$ cat src/rtl/bambu_slave_mem_master.sv
// Host-side initiator for the accelerator slave memory port: turns a valid/ready
// command stream into single accesses on channel CH and returns a response stream.
module bambu_slave_mem_master #(
    parameter int unsigned CHANNELS = 2,
    parameter int unsigned ADDR_W   = 7,
    parameter int unsigned DATA_W   = 8,
    parameter int unsigned SIZE_W   = 4,
    parameter int unsigned CH       = 0,
    parameter int unsigned TIMEOUT  = 255
) (
    input  logic                         clock,
    input  logic                         reset,
    input  logic                         cmd_valid,
    output logic                         cmd_ready,
    input  logic                         cmd_we,
    input  logic [ADDR_W-1:0]            cmd_addr,
    input  logic [DATA_W-1:0]            cmd_wdata,
    input  logic [SIZE_W-1:0]            cmd_size,
    output logic                         rsp_valid,
    input  logic                         rsp_ready,
    output logic [DATA_W-1:0]            rsp_rdata,
    output logic                         rsp_err,
    output logic [CHANNELS-1:0]          S_oe_ram,
    output logic [CHANNELS-1:0]          S_we_ram,
    output logic [CHANNELS*ADDR_W-1:0]   S_addr_ram,
    output logic [CHANNELS*DATA_W-1:0]   S_Wdata_ram,
    output logic [CHANNELS*SIZE_W-1:0]   S_data_ram_size,
    input  logic [CHANNELS*DATA_W-1:0]   Sout_Rdata_ram,
    input  logic [CHANNELS-1:0]          Sout_DataRdy
);
    localparam int unsigned CNT_W = $clog2(TIMEOUT + 1);

    typedef enum logic [1:0] {IDLE, ISSUE, RESP} state_e;

    state_e                       state_q, state_d;
    logic                         cmd_ready_q, cmd_ready_d;
    logic                         rsp_valid_q, rsp_valid_d;
    logic [DATA_W-1:0]            rsp_rdata_q, rsp_rdata_d;
    logic                         rsp_err_q, rsp_err_d;
    logic                         we_q, we_d;
    logic [ADDR_W-1:0]            addr_q, addr_d;
    logic [DATA_W-1:0]            wdata_q, wdata_d;
    logic [SIZE_W-1:0]            size_q, size_d;
    logic [CNT_W-1:0]             cnt_q, cnt_d;
    logic [CHANNELS-1:0]          s_oe_q, s_oe_d;
    logic [CHANNELS-1:0]          s_we_q, s_we_d;
    logic [CHANNELS*ADDR_W-1:0]   s_addr_q, s_addr_d;
    logic [CHANNELS*DATA_W-1:0]   s_wdata_q, s_wdata_d;
    logic [CHANNELS*SIZE_W-1:0]   s_size_q, s_size_d;

    logic                         accept;
    logic                         rdy_ch;
    logic                         timeout_hit;
    logic [DATA_W-1:0]            rdata_ch;
    logic                         unused_in;

    assign accept      = cmd_valid && cmd_ready_q;
    assign rdy_ch      = Sout_DataRdy[CH];
    assign rdata_ch    = Sout_Rdata_ram[CH*DATA_W +: DATA_W];
    assign timeout_hit = (cnt_q == CNT_W'(TIMEOUT - 1));
    // Other channels' slave outputs are deliberately ignored.
    assign unused_in   = ^{Sout_Rdata_ram, Sout_DataRdy};

    always_ff @(posedge clock or negedge reset) begin
        if (!reset) begin
            state_q <= IDLE;
        end else begin
            state_q <= state_d;
        end
    end

    always_comb begin
        state_d = state_q;
        unique case (state_q)
            IDLE:    if (accept) state_d = ISSUE;
            ISSUE:   if (rdy_ch || timeout_hit) state_d = RESP;
            RESP:    if (rsp_ready) state_d = IDLE;
            default: state_d = IDLE;
        endcase
    end

    // Datapath and registered-output next values; DataRdy wins over timeout.
    always_comb begin
        we_d        = we_q;
        addr_d      = addr_q;
        wdata_d     = wdata_q;
        size_d      = size_q;
        cnt_d       = cnt_q;
        rsp_rdata_d = rsp_rdata_q;
        rsp_err_d   = rsp_err_q;
        s_oe_d      = '0;
        s_we_d      = '0;
        s_addr_d    = '0;
        s_wdata_d   = '0;
        s_size_d    = '0;

        if (state_q == IDLE && accept) begin
            we_d    = cmd_we;
            addr_d  = cmd_addr;
            wdata_d = cmd_wdata;
            size_d  = cmd_size;
            cnt_d   = '0;
        end

        if (state_q == ISSUE) begin
            if (rdy_ch) begin
                rsp_rdata_d = we_q ? '0 : rdata_ch;
                rsp_err_d   = 1'b0;
                cnt_d       = '0;
            end else if (timeout_hit) begin
                rsp_rdata_d = '0;
                rsp_err_d   = 1'b1;
                cnt_d       = '0;
            end else begin
                cnt_d = cnt_q + CNT_W'(1);
            end
        end

        if (state_q == RESP && rsp_ready) begin
            rsp_rdata_d = '0;
            rsp_err_d   = 1'b0;
        end

        cmd_ready_d = (state_d == IDLE);
        rsp_valid_d = (state_d == RESP);

        if (state_d == ISSUE) begin
            s_oe_d[CH]                     = ~we_d;
            s_we_d[CH]                     = we_d;
            s_addr_d[CH*ADDR_W +: ADDR_W]  = addr_d;
            s_wdata_d[CH*DATA_W +: DATA_W] = we_d ? wdata_d : '0;
            s_size_d[CH*SIZE_W +: SIZE_W]  = size_d;
        end
    end

    always_ff @(posedge clock or negedge reset) begin
        if (!reset) begin
            cmd_ready_q <= 1'b0;
            rsp_valid_q <= 1'b0;
            rsp_rdata_q <= '0;
            rsp_err_q   <= 1'b0;
            we_q        <= 1'b0;
            addr_q      <= '0;
            wdata_q     <= '0;
            size_q      <= '0;
            cnt_q       <= '0;
            s_oe_q      <= '0;
            s_we_q      <= '0;
            s_addr_q    <= '0;
            s_wdata_q   <= '0;
            s_size_q    <= '0;
        end else begin
            cmd_ready_q <= cmd_ready_d;
            rsp_valid_q <= rsp_valid_d;
            rsp_rdata_q <= rsp_rdata_d;
            rsp_err_q   <= rsp_err_d;
            we_q        <= we_d;
            addr_q      <= addr_d;
            wdata_q     <= wdata_d;
            size_q      <= size_d;
            cnt_q       <= cnt_d;
            s_oe_q      <= s_oe_d;
            s_we_q      <= s_we_d;
            s_addr_q    <= s_addr_d;
            s_wdata_q   <= s_wdata_d;
            s_size_q    <= s_size_d;
        end
    end

    assign cmd_ready       = cmd_ready_q;
    assign rsp_valid       = rsp_valid_q;
    assign rsp_rdata       = rsp_rdata_q;
    assign rsp_err         = rsp_err_q;
    assign S_oe_ram        = s_oe_q;
    assign S_we_ram        = s_we_q;
    assign S_addr_ram      = s_addr_q;
    assign S_Wdata_ram     = s_wdata_q;
    assign S_data_ram_size = s_size_q;

endmodule

$ cat config.mk
export PLATFORM = sky130hd
export DESIGN_NAME = bambu_slave_mem_master
export DESIGN_NICKNAME = d
export VERILOG_FILES = /design/src/rtl/bambu_slave_mem_master.sv
export SDC_FILE = /design/constraint.sdc
export NUM_CORES = 1
export LEC_CHECK = 0
export CAP_MARGIN = 25
export CORE_MARGIN = 1.5
export CORE_UTILIZATION = 48
export DETAILED_ROUTE_END_ITERATION = 7
export GPL_ROUTABILITY_DRIVEN = 1
export GPL_TIMING_DRIVEN = 0
export PLACE_DENSITY = 0.86
export SYNTH_ARGS = -nofsm -noshare
export SYNTH_HDL_FRONTEND = slang
export SYNTH_SLANG_ARGS = --single-unit
$ cat constraint.sdc
create_clock -name clock -period 4 [get_ports clock]
set_input_delay 1.2 -clock clock [delete_from_list [all_inputs] [get_ports clock]]
set_output_delay 1.2 -clock clock [all_outputs]
set_load 0.005 [all_outputs]
**Yosys cells after proc, flatten, opt, wreduce, memory -nomap -nowiden**

Cells that the tools add are included.

- Add/sub/neg operators: 1
- Eq/ne operators: 5
- Multiplexer cells: 27
- Bitwise operators: 1
- Reductions and logical operators: 10

Operators with widths:

| cell | count |
|---|---|
| $mux W8 | 12 |
| $mux W7 | 2 |
| $add A8 B1 Y8 const B | 1 |
| $eq A8 B8 Y1 const B | 1 |
| $mux W4 | 2 |
| $mux W1 | 7 |
| $mux W2 | 3 |
| $pmux W2 S3 | 1 |
| $eq A2 B1 Y1 const B | 2 |
| $eq A2 B2 Y1 const B | 2 |
| $logic_not A2 Y1 | 2 |
| $reduce_bool A2 Y1 | 2 |
| $logic_and A1 B1 Y1 | 3 |
| $reduce_bool A3 Y1 | 1 |
| $reduce_and A2 Y1 | 1 |
| $logic_or A1 B1 Y1 | 1 |
| $not A1 Y1 | 1 |

- Register bits after elaboration: 62
- Bits of input ports: 42
- Output and inout port bits: 53
- Word-level logic and storage cells: 59

**Longest topological paths before layout**

Gate-level depths: netlist of run 1.

- Depth in word-level cells: 6
- Mapped depth: 7
- Depth with buffers taken out: 6

**Worst setup path before layout of run 1**

OpenSTA, ideal clock, no wires.

- Path type: input to register
- From: input port cmd_valid
- To: register s_size_q[0] (netlist: S_data_ram_size[0])
- Library setup time: 0.120 ns
- Arrival time: 2.160 ns
- Data required time: 3.880 ns
- Setup slack: 1.720 ns
- Stages on the path: 5
- Path through: nor4bb_1 -> buf_4 -> buf_12 -> mux2_4 -> nor2b_2

- Elaborated cells between the ends (all ways): 7

RTL lines:

| element | line | text |
|---|---|---|
| start: declaration | 13 | `input logic cmd_valid,` |
| $logic_and A1 B1 Y1 | 57 | `assign accept = cmd_valid && cmd_ready_q;` |
| $logic_and A1 B1 Y1 | 97 | `if (state_q == IDLE && accept) begin` |
| $mux W4 | 97 |  |
| net size_d[0] | 43 | `logic [SIZE_W-1:0] size_q, size_d;` |
| $mux W4 | 127 | `if (state_d == ISSUE) begin` |
| net s_size_d[0] | 49 | `logic [CHANNELS*SIZE_W-1:0] s_size_q, s_size_d;` |
| end signal: assignment | 166 | `s_size_q <= s_size_d;` |
| end: declaration | 49 |  |

The timed path passes the listed nets, and every way through them passes these cells.
A chain may end at the register's enable or synchronous reset.

**Worst setup path in the final report of run 1**

Same ends and word-level chain as after synthesis.

==> results of run 1 <==
## report_power, final
| part | switching (mW) | internal (mW) |
|---|---|---|
| combinational | 0.352 | 0.592 |
| clock | 0.210 | 0.328 |
| sequential | 0.112 | 0.868 |
| total | 0.673 | 1.79 |
## flip-flops by register name, summed over array words and instances (netlist names)
name and cells:
rsp_rdata 8, wdata_q 8, S_Wdata_ram 8, state_q 2, size_q 4, rsp_err 1
we_q 1, S_data_ram_size 4, S_we_ram 1, rsp_valid 1, S_addr_ram 7, addr_q 7
cmd_ready 1, cnt_q 8, S_oe_ram 1
## metrics by stage
step	std cells	cell area [µm²]	setup slack (ns)	utilization	setup TNS [ns]
2_1_floorplan	216	2740	1.72	-	0
3_5_place_dp	351	3490	1.01	0.666	0
5_1_grt	364	3680	1.24	0.703	0
4_1_cts	364	3680	1.34	0.703	0
3_3_place_gp	350	3470	-0.173	0.662	-10.53
6_report	364	3680	1.34	0.703	0
## final cells by class
type                       count  share of cell area
clock buffer                  12              0.0448
clock inverter                 1             0.00815
multi-input combinational    123               0.259
sequential                    62               0.421
tap                           70              0.0238
timing repair buffer          65               0.180
inverter                       6             0.00611
buffer                        25              0.0571
## routing by layer
| metal | vias up | GRT usage | routed length (µm) |
|---|---|---|---|
| met5 | - | 0 | 0 |
| met4 | 0 | 0.0873 | 46 |
| met3 | 6 | 0.0471 | 298 |
| met2 | 58 | 0.275 | 2330 |
| met1 | 803 | 0.226 | 2170 |
| li1 | 825 | - | - |
## kinds of logic after synthesis
group | count (synthesis)
AOI/OAI and AO/OA | 33
adders and majority gates | 2
buffers and inverters | 31
DFF | 62
muxes | 20
other | 1
and+or+nand+nor | 47
## cell usage after synthesis, drive strengths merged
master / n
a21boi: 1
a21o: 3
a21oi: 7
a22o: 8
a2bb2oi: 1
a31oi: 1
and2b: 1
and3: 2
buf: 25
conb: 1
dfrtp: 62
ha: 2
inv: 6
mux2: 20
nand2: 2
nand3: 5
nand4: 1
nor2: 8
nor2b: 18
nor3: 2
nor3b: 1
nor4: 2
nor4bb: 1
o211a: 1
o21a: 2
o21ai: 5
o21bai: 1
o221a: 1
o2bb2ai: 2
or2: 1
or2b: 1
or3: 1
or4: 1
## path summary, 6_finish.rpt
path / start / to / slack [ns] / cells after the start
max: cmd_valid / S_data_ram_size[0]$_DFF_PN0_ / 1.34 / 6
min: wdata_q[5]$_DFF_PN0_ / wdata_q[5]$_DFF_PN0_ / 0.49 / 1
max reg2reg: state_q[1]$_DFF_PN0_ / S_data_ram_size[0]$_DFF_PN0_ / 2.12 / 5
min reg2reg: wdata_q[5]$_DFF_PN0_ / wdata_q[5]$_DFF_PN0_ / 0.49 / 1
max in group asynchronous: reset / S_Wdata_ram[2]$_DFF_PN0_ / 2.38 / 2
min in group asynchronous: reset / rsp_err$_DFFE_PN0P_ / 1.01 / 1
## worst max-delay path: cells and delay by family
kind | cells | cell delay [ns]
muxes | 1 | 0.31
and+or+nand+nor | 2 | 0.47
buffers and inverters | 3 | 0.88
==> metrics.md, run 1 <==
| Metric | Value |
|---|---|
| Row cnt | 26 |
| Fmax | 376 MHz |
| Synth Area in Simple Gates | 0.112 |
| Pleak | 1.76 nW |
| Clock transition at the registers of the reported paths | 0.06 ns |
| Area Growth Syn to Fin | 38.3% |
| Status | finished, final reports clean |
| Arrival @ worst endpoint | 2.87 ns |
| CP Cell Sequence | clkdlybuf4s50_1, nor4bb_1, buf_4, buf_12, mux2_4, nor2b_2 |
| Mux cell area share after synthesis | 0.110 |
| Vias per std cell | 4.65 |
| Vias in the first global route | 1723 |
| Synth Area in Compound Gates | 0.0973 |
| Cells after Synth | 196 |
| Synth area leader | dfrtp_1 |
| Vias post-DR | 1692 |
| Max incr delay on CP | 0.47 ns |
| DR DRC count | 0 |
| Crit. End Element | flip-flop |
| Synth Register Bits | 62 |
| YS warnings | 0 |
| Main combinational cell family by area after synthesis | simple AND/OR/NAND/NOR gates |
| Crit Path Max Fanout | 10 |
| Hold Crit Class | flip-flop to flip-flop |
| Final HPWL DP | 3450 µm |
| Post-Synth XOR/XNOR Area | 0 |
| Post-synthesis cell area | 2660 µm² |
| Fraction of layout cells with a size suffix above 1 | 0.241 |
| Final-report hold violation count | 0 |
| Final Setup Violations | 0 |
| Sequential share of the synthesized area | 0.583 |
| CTS tree | yes |
| Area of the multi-input gates | 953 µm² |
| Max Slew Vio Count | 0 |
| Hold_buf cts | 0 |
| Clock Tree Buf Depth | 2 |
| Synth top area cells | dfrtp_1, mux2_4, buf_4 |
| Port Buffers | 64 |
| Initial DRT Pass Iterations | 4 |
| Final net count | 336 |
| Most frequent cells in the layout | clkdlybuf4s50_1, dfrtp_1, buf_4 |
| Setup repair bufs after CTS | 0 |
| Clk root buf | clkbuf_8 |
| Final Critical Period | 2.66 ns |
| Worst vdd ir | 0.000351 V |
| Worst setup SP type | primary input |
| RePlAce Congestion | 0.803 |
| Antenna diodes | 0 |
| First-pass GRT wire length | 8130 µm |
| Max-cap viol count | 0 |
| Total GRT Usage | 0.176 |
| GRT overflow | 0 |
| Worst-margin pin slew | 0.910 ns |
| Clock latency on the worst-skew pair | 0.32 ns |
| Avg Cell Area, Syn | 13.6 µm² |
| Antenna Nets Post-Route | 0 |
| Synth top area share | 0.583 |
| FF+latch area | 1550 µm² |
| Largest net degree at the start of global routing | 41 |
| RSZ-0062 raised after global routing | no |
| Die W | 77.5 µm |
| Core area | 5240 µm² |
| Critical-path top delay cell | clkdlybuf4s50_1 |
| I/O pin cnt | 95 |
| Worst rel slew slack | 0.393 |
| Power Density | 668 nW/µm² |
| Initial Util | 0.508 |
| Drt wl/cell | 13.3 µm |
| Final wirelength | 4850 µm |
| Critical Setup Path Class | primary input to flip-flop |
| Leading cell type in the layout, fill and taps excluded | clkdlybuf4s50_1 |
| Initial antenna violation count | 0 |
| WP data required | 4.21 ns |
| Hold_ws | 0.492 ns |
| Layout Skew | 0.00587 ns |
| Post-CTS sizing | 0 |
| H-tree depth | 3 |
| Final Power | 2.46 mW |
| Synth Area in Adders | 0.00940 |
| Die area | 6000 µm² |
| DR iter-0 viols | 41 |
| Total CTS buffers | 9 |
| Unique masters post-synth | 41 |
| CTS sink cnt | 62 |
| Fillers | 371 |
| Die Ht | 77.5 µm |
| Final period util | 0.666 |
Power figures use the tool's default switching activity.
==> run 2, diff against run 1 <==
- CORE_UTILIZATION: 48 -> 40
- PLACE_DENSITY: 0.86 -> 0.76
- clock period: 4 -> 2.4 ns (I/O delays scaled with it)
==> metrics.md, run 2 (synthesis gave the netlist of run 1 again) <==
| Metric | Value |
|---|---|
| Status | finished, final reports clean (unchanged) |
| Sw Share | 0.277 (was 0.273) |
| Fmax | 473 MHz |
| Clock Tree Buf Depth | 2 (unchanged) |
| Comb power frac | 0.378 (was 0.383) |
| Most frequent cells in the layout | clkdlybuf4s50_1, dfrtp_1, buf_4 (unchanged) |
| Power Density | 1130 nW/µm² (was 668 nW/µm²) |
| Initial Util | 0.417 (was 0.508) |
| Fraction of layout cells with a size suffix above 1 | 0.240 (was 0.241) |
| Initial DRT Pass Iterations | 4 (unchanged) |
| Worst Setup SP | cmd_valid (unchanged) |
| RePlAce Congestion | 0.791 (was 0.803) |
| I/O pin cnt | 95 (unchanged) |
| Die area | 7150 µm² (was 6000 µm²) |
| WP data required | 2.61 ns (was 4.21 ns) |
| Final Critical Period | 2.12 ns |
| Worst vdd ir | 0.000671 V (was 0.000351 V) |
| Max incr delay on CP | 0.48 ns (was 0.47 ns) |
| Arrival @ worst endpoint | 2.33 ns (was 2.87 ns) |
| Int Power | 3.01 mW (was 1.79 mW) |
| Row cnt | 29 (was 26) |
| CP Cell Sequence | clkdlybuf4s50_1, nor4bb_1, buf_4, buf_12, mux2_4, nor2b_1 (was clkdlybuf4s50_1, nor4bb_1, buf_4, buf_12, mux2_4, nor2b_2) |
| Max-cap viol count | 0 (unchanged) |
| Crit Path Max Fanout | 10 (unchanged) |
| Worst rel slew slack | 0.595 (was 0.393) |
| Critical Setup Path Class | primary input to flip-flop (unchanged) |
| Core area | 6390 µm² (was 5240 µm²) |
| Fillers | 546 (was 371) |
| Hold_buf cts | 0 (unchanged) |
| Worst setup SP type | primary input (unchanged) |
| Drt wl/cell | 13.5 µm (was 13.3 µm) |
| Critical-path top delay cell | clkdlybuf4s50_1 (unchanged) |
| GRT overflow | 0 (unchanged) |
| Cell count along the critical path | 6 (unchanged) |
| Leading cell type in the layout, fill and taps excluded | clkdlybuf4s50_1 (unchanged) |
| Setup repair bufs after CTS | 0 (unchanged) |
| CP Buf/Inv Count | 3 (unchanged) |
| CTS tree | yes (unchanged) |
| Reg2reg end | S_Wdata_ram[4]$_DFF_PN0_ (was S_data_ram_size[0]$_DFF_PN0_) |
| RSZ-0062 raised after global routing | no (unchanged) |
| Hold Crit Class | primary input to asynchronous set/reset pin (was flip-flop to flip-flop) |
| R2R setup slack | 0.59 ns (was 2.12 ns) |
| Final core area utilization | 0.578 (was 0.703) |
| Pleak | 1.75 nW (was 1.76 nW) |
| FF+latch area | 1550 µm² (unchanged) |
| Port Buffers | 64 (unchanged) |
| Antenna Nets Post-Route | 0 (unchanged) |
| Vias post-DR | 1711 (was 1692) |
| Max Slew Vio Count | 0 (unchanged) |
| Die W | 84.6 µm (was 77.5 µm) |
| Layout Skew | 0.00586 ns (was 0.00587 ns) |
| Worst-margin pin slew | 0.608 ns (was 0.910 ns) |
| Area of the multi-input gates | 953 µm² (unchanged) |
| Area Growth Syn to Fin | 38.7% (was 38.3%) |
| Clock transition at the registers of the reported paths | 0.06 ns (about the same) |
| Largest net degree at the start of global routing | 37 (was 41) |
| Final HPWL DP | 3520 µm (was 3450 µm) |
| First-pass GRT wire length | 8160 µm (was 8130 µm) |
| Total GRT Usage | 0.148 (was 0.176) |
| Placed cells | 358 (was 351) |
| Clock power frac | 0.230 (was 0.219) |
| Delay-heaviest family, CP | buffers and inverters (unchanged) |
| Switch Pwr | 1.15 mW (was 673 µW) |
| Final-report hold violation count | 0 (unchanged) |
| Antenna diodes | 0 (unchanged) |
| Clock latency on the worst-skew pair | 0.34 ns (was 0.32 ns) |
| Final wirelength | 5040 µm (was 4850 µm) |
| R2r startpoint | state_q[1]$_DFF_PN0_ (unchanged) |
| Non-Filler Instances | 373 (was 364) |
| DR iter-0 viols | 74 (was 41) |
| Cell depth of the worst flop-to-flop path | 5 (unchanged) |
| H-tree depth | 3 (unchanged) |
| Final Setup Violations | 0 (unchanged) |
| Initial antenna violation count | 0 (unchanged) |
| Crit. End Element | flip-flop (unchanged) |
| DR DRC count | 0 (unchanged) |
| Sequential share of power | 0.392 (was 0.398) |
| Vias in the first global route | 1682 (was 1723) |
| Final period util | 0.882 |
| Final net count | 336 (unchanged) |
| Post-CTS sizing | 0 (unchanged) |
| Critical path endpoint | S_Wdata_ram[4]$_DFF_PN0_ (was S_data_ram_size[0]$_DFF_PN0_) |
| Vias per std cell | 4.59 (was 4.65) |
| Clk root buf | clkbuf_8 (unchanged) |
| Die Ht | 84.6 µm (was 77.5 µm) |
| Total CTS buffers | 9 (unchanged) |
| CTS sink cnt | 62 (unchanged) |
==> run 2: worst min path at each step <==
stage          cells after the start  slack, ns                  endpoint                 start
2_1_floorplan                      0       0.42  S_Wdata_ram[0]$_DFF_PN0_                 reset
3_3_place_gp                       1       0.47      wdata_q[4]$_DFF_PN0_  wdata_q[4]$_DFF_PN0_
3_5_place_dp                       1       0.48       size_q[0]$_DFF_PN0_   size_q[0]$_DFF_PN0_
4_1_cts                            1       0.40   S_addr_ram[0]$_DFF_PN0_                 reset
5_1_grt                            1       0.42   S_addr_ram[3]$_DFF_PN0_                 reset
6_report                           1       0.39      cnt_q[5]$_DFFE_PN0P_                 reset
==> run 2: per-stage QoR <==
step	setup slack, ns	TNS [ns]	power (mW)	hold slack [ns]	area (µm²)
after CTS	0.290	0	4.22	0.403	3690
after detailed placement	-0.0530	-0.681	3.24	0.477	3490
after global routing	0.131	0	4.41	0.424	3690
after global placement	-1.38	-86.85	3.20	0.473	3470
after floorplan	0.600	0	2.58	0.424	2740
final	0.284	0	4.16	0.391	3690
==> run 2: cell type report <==
type | count | share of cell area
Buffer | 25 | 0.0569
Clock buffer | 11 | 0.0356
Clock inverter | 4 | 0.0196
Inverter | 6 | 0.00610
Multi-Input combinational cell | 123 | 0.258
Sequential cell | 62 | 0.420
Tap cell | 77 | 0.0261
Timing Repair Buffer | 65 | 0.178
==> run 2: power by group through the flow <==
stage                     registers (mW)  clock network (mW)  logic (mW)
after floorplan                     1.63                   0       0.947
after global placement              1.64                   0        1.56
after detailed placement            1.64                   0        1.59
after CTS                           1.64               0.988        1.60
after global routing                1.67                1.02        1.71
final                               1.63               0.958        1.57
==> run 2: metal layers <==
layer  vias to the layer above  GRT usage  share of wire
li1                        826          -              -
met1                       822      0.180           0.43
met2                        55      0.240           0.49
met3                         8     0.0600          0.069
met4                         0     0.0528          0.014
met5                         -          0              0
